**config.mk**
```make
export PLATFORM = sky130hd
export DESIGN_NAME = vector_vtop
export DESIGN_NICKNAME = d
export VERILOG_FILES = /design/src/rtl/vector_vtop.sv
export SDC_FILE = /design/constraint.sdc
export NUM_CORES = 1
export LEC_CHECK = 0
export CAP_MARGIN = 10
export CORE_MARGIN = 10
export CORE_UTILIZATION = 44
export DETAILED_ROUTE_END_ITERATION = 8
export PLACE_DENSITY = 0.83
export SYNTH_ARGS = -nofsm -noshare
export SYNTH_HDL_FRONTEND = slang
export SYNTH_SLANG_ARGS = --single-unit
```
**constraint.sdc**
```tcl
create_clock -name clk -period 0.8 [get_ports clk]
set_input_delay 0.16 -clock clk [delete_from_list [all_inputs] [get_ports clk]]
set_output_delay 0.16 -clock clk [all_outputs]
set_load 0.1 [all_outputs]
```
**src/rtl/vector_vtop.sv**
```systemverilog
// rtl/vector_vtop.sv - registered parity, popcount and reversed-index copy of an 8-bit operand
module vector_vtop (
    input  logic       clk,
    input  logic       rst,
    input  logic [7:0] data,
    output logic       res1,
    output logic [3:0] res2,
    output logic [0:7] res3
);

    logic       res1_q, res1_d;
    logic [3:0] res2_q, res2_d;
    logic [0:7] res3_q, res3_d;

    // Next-state: odd parity, full-width ones count, and MSB-first copy onto the ascending bus
    always_comb begin
        res1_d = ^data;
        res2_d = 4'd0;
        res3_d = 8'd0;
        for (int i = 0; i < 8; i++) begin
            res2_d    = res2_d + {3'b000, data[i]};
            res3_d[i] = data[7-i];
        end
    end

    // Output registers; reset clears them at once and drops any sample in flight
    always_ff @(posedge clk or posedge rst) begin
        if (rst) begin
            res1_q <= 1'b0;
            res2_q <= 4'd0;
            res3_q <= 8'd0;
        end else begin
            res1_q <= res1_d;
            res2_q <= res2_d;
            res3_q <= res3_d;
        end
    end

    assign res1 = res1_q;
    assign res2 = res2_q;
    assign res3 = res3_q;

endmodule

```
Word-level counts from Yosys, hierarchy flattened:

Cells that the tools add are included.

* bits in registers: 13

* add/sub/neg operators: 7
* reductions and logical operators: 1

Operator list (number)
* $add 4x1->4: 4
* $reduce_xor 8->1: 1
* $add 3x1->4: 1
* $add 2x1->3: 1
* $add 1x1->2: 1

Longest topological paths before layout:

* depth after elaboration: 7
* mapped depth: 9

Least setup slack after synthesis:

No wires, ideal clock.

* path type: input -> register
* start point: input data[0]
* end point: register res2_q[2] (netlist: res2[2])
* setup time: 0.123 ns
* data arrival time: 2.317 ns
* setup slack: -1.639 ns
* stages on the path: 9
* buffers on the path: 0
* cells stage by stage: inv_1 > fa_1 > fa_1 > fa_1 > inv_1 > ha_1 > inv_1 > fa_1 > xnor2_1

* longest elaborated chain between the ends: 7

Ends and longest elaborated chain
* from (decl): line 5 `input logic [7:0] data,`
* $add 1x1->2: line 21 `res2_d = res2_d + {3'b000, data[i]};`
* $add 2x1->3: line 21
* $add 3x1->4: line 21
* $add 4x1->4 (4 in a row): line 21
* via res2_d[2]: line 12 `logic [3:0] res2_q, res2_d;`
* to (signal assigned): line 34 `res2_q <= res2_d;`
* to (decl): line 12

The timed path passes the listed nets, and every way through them passes these cells.

Worst setup path in the final report:

* start point: input data[1]
* end point: register res2_q[1] (netlist: res2[1])

The elaborated chain is that of the path after synthesis.

==> results.yml <==
floorplan:
  die_h_um: 56.75
  dieArea_mm2: 0.003221
  ioPinCount: 23
  core_area_mm2: 0.001285
  initial_core_util_pct: 46.25
  fp.dieW_um: 56.75
  rows: 13
sta:
  maxSlewViolCount: 0
  finalWorstSetupSlack_ns: -1.554
  finalHoldViolations: 0
  min_period_over_period_pct: 294.2
  rsz0062_at_grt: "true"
  setup-violations-final: 18
  fmax_mhz: 424.8
  worst_pin_slew_ns: 0.1974
  slew_headroom_pct: 86.84
  fin_crit_ns: 2.354
power_and_ir_drop:
  p_switching_w: 0.001546
  leakagePower_nw: 0.5735
  pwr-share-seq_pct: 28.3
  swShare_pct: 46.22
  clockPowerShare_pct: 13.3
  combPwrFrac_pct: 58.4
  p_int_w: 0.001798
  peakVddDrop_v: 0.001575
  p_per_area_mw_per_mm2: 2799
clock_tree:
  cts_buffers: 3
  root_buffer: "clkbuf_4"
  clk_pin_slew_ns: 0.09
  cts_tree: "done"
  cts.sinks: 13
  clock_path_buffers: 2
  cts_max_level: 1
global_route:
  grt_overflow: 0
  antenna_found_initial: 0
  grt_pass1_wl_mm: 2.718
  grt_use_total_pct: 11.32
  grt_pass1_vias: 506
  grt_max_degree: 14
layout:
  post-route-util_pct: 92.99
  antenna_cells: 0
  final_common_cell: "buf_12"
  final_cell_mix: "buf_12, dfrtp_4, inv_1"
  area_delta_synth_final_pct: 101.1
  fin_nets: 97
  drive_above_1_share_pct: 69.23
logic_synthesis:
  synth_warnings: 0
  seq_area_frac_synth_pct: 54.74
  synth_area_um2: 594.3
  synth_cells: 43
  syn_nets: 61
  synth_cell_types: 8
  ys_ff_latch: 13
  syn_area_per_cell_um2: 13.82
placement:
  post-place-ws_ns: -2.329
  portBuffers: 22
  dp_hpwl_mm: 1.301
  finalWeightedCongestion: 0.7173
routing:
  drtIter0Drc: 13
  first_pass_iters: 4
  drt-wirelength-per-cell_um: 21.83
  drc: 0
  wl_met1_um: 903
  vias_per_cell: 4.559
  routed_wirelength_mm: 2.030
  wl_met2_mm: 1.001
  top_layer: "met4"
  ant_nets: 0
  via_count: 424
  met3_length_um: 103
min_path:
  min_to: "res3[6]$_DFF_PP0_"
  worstHoldPathType: "input port to flop"
  holdPathStages: 2
  holdCritStartpoint: "data[1]"
setup_path:
  cp_max_fo: 2
  crit_slowest_cell: "fa_1"
  cp.required_ns: 0.99
  crit_type: "input port to flop"
  cpPeakStageDelay_ns: 0.57
  critPathLaunch: "data[1]"
  endpoint_kind: "flop"
  path_cells: "buf_8 > inv_4 > fa_1 > fa_1 > fa_1 > inv_2 > ha_4 > inv_2 > fa_2 > inv_2"
  cp_data_arrival_time_ns: 2.54
  start_kind: "input port"
outcome:
  status: "finished, violations left"
  violations: "negative setup slack"
job:
  maxCapViolCount: 0
logic make-up (layout without fill, tap and decap cells):
family / Yosys count / count (layout) / share of synthesized area (%)
buf+inv: 15 / 50 / 9.473
simple gates: 1 / 1 / 1.053
xor+xnor: 5 / 5 / 12.00
fa+ha+maj: 8 / 8 / 21.90
flops: 13 / 13 / 54.74
compound gates: 1 / 1 / 0.8413
final cells by class:
cell class	instances	area (um^2)
tap	15	18.77
clock buffer	4	26.28
sequential	13	374.1
multi-input combinational	15	266.5
fill	36	90.09
timing repair buffer	31	442.9
inverter	15	66.31
metal layers:
layer,track usage (%),up-vias
met5,0,-
met4,9.060,0
met3,1.573,2
met2,19.12,26
met1,12.18,205
li1,-,191
how the worst max path moves through the flow:
stage | slack (ns) | endpoint
detailed placement | -2.33 | res2[2]$_DFF_PP0_
finish | -1.55 | res2[1]$_DFF_PP0_
CTS | -1.57 | res2[1]$_DFF_PP0_
global placement | -2.26 | res2[1]$_DFF_PP0_
floorplan | -1.61 | res2[2]$_DFF_PP0_
global route | -1.60 | res2[1]$_DFF_PP0_
through the flow:
step | TNS, ns | hold slack (ns) | instance area, um^2 | instances | power (W)
after floorplan | -5.797 | 0.03723 | 675.6 | 43 | 0.002025
after global placement | -9.606 | 0.4776 | 1102 | 86 | 0.002706
after detailed placement | -10.01 | 0.4823 | 1102 | 86 | 0.002765
after CTS | -9.724 | 0.08383 | 1162 | 92 | 0.003246
after global routing | -10.21 | 0.08473 | 1195 | 93 | 0.003446
final | -9.761 | 0.09660 | 1195 | 93 | 0.003344
sequential cells by signal, summed over array words and instances, names as in the netlist:
register and count:
res1 1, res2 4, res3 8
power groups by stage:
stage / clock network [W] / registers (W) / logic (W)
after floorplan: 0 / 0.00175 / 0.000274
after global placement: 0 / 0.000949 / 0.00176
after detailed placement: 0 / 0.000959 / 0.00181
after CTS: 0.000430 / 0.000944 / 0.00187
after global routing: 0.000479 / 0.000954 / 0.00201
final: 0.000443 / 0.000948 / 0.00195
critical path, delay by kind of cell:
family,cells,cell delay (ns)
adder cells (fa/ha/maj),5,2.13
buffers and inverters,5,0.26
Yosys cell counts:
library cell  instances  share of area [%]
inv_1                15                9.5
dfrtp_1              13                 55
fa_1                  4                 13
ha_1                  4                8.4
xnor2_1               3                4.4
xnor3_1               2                7.6
a21oi_1               1               0.84
nor2b_1               1                1.1
what timing repair did:
item                                    4_1_cts  5_1_grt
pin swaps                                     5        6
gates resized for setup                      28        9
hold buffers                                  1        0
endpoints found under the setup margin       18       18
setup buffers                                 1        1
hold endpoints to repair                      1        0
Power figures use the tool's default switching activity.
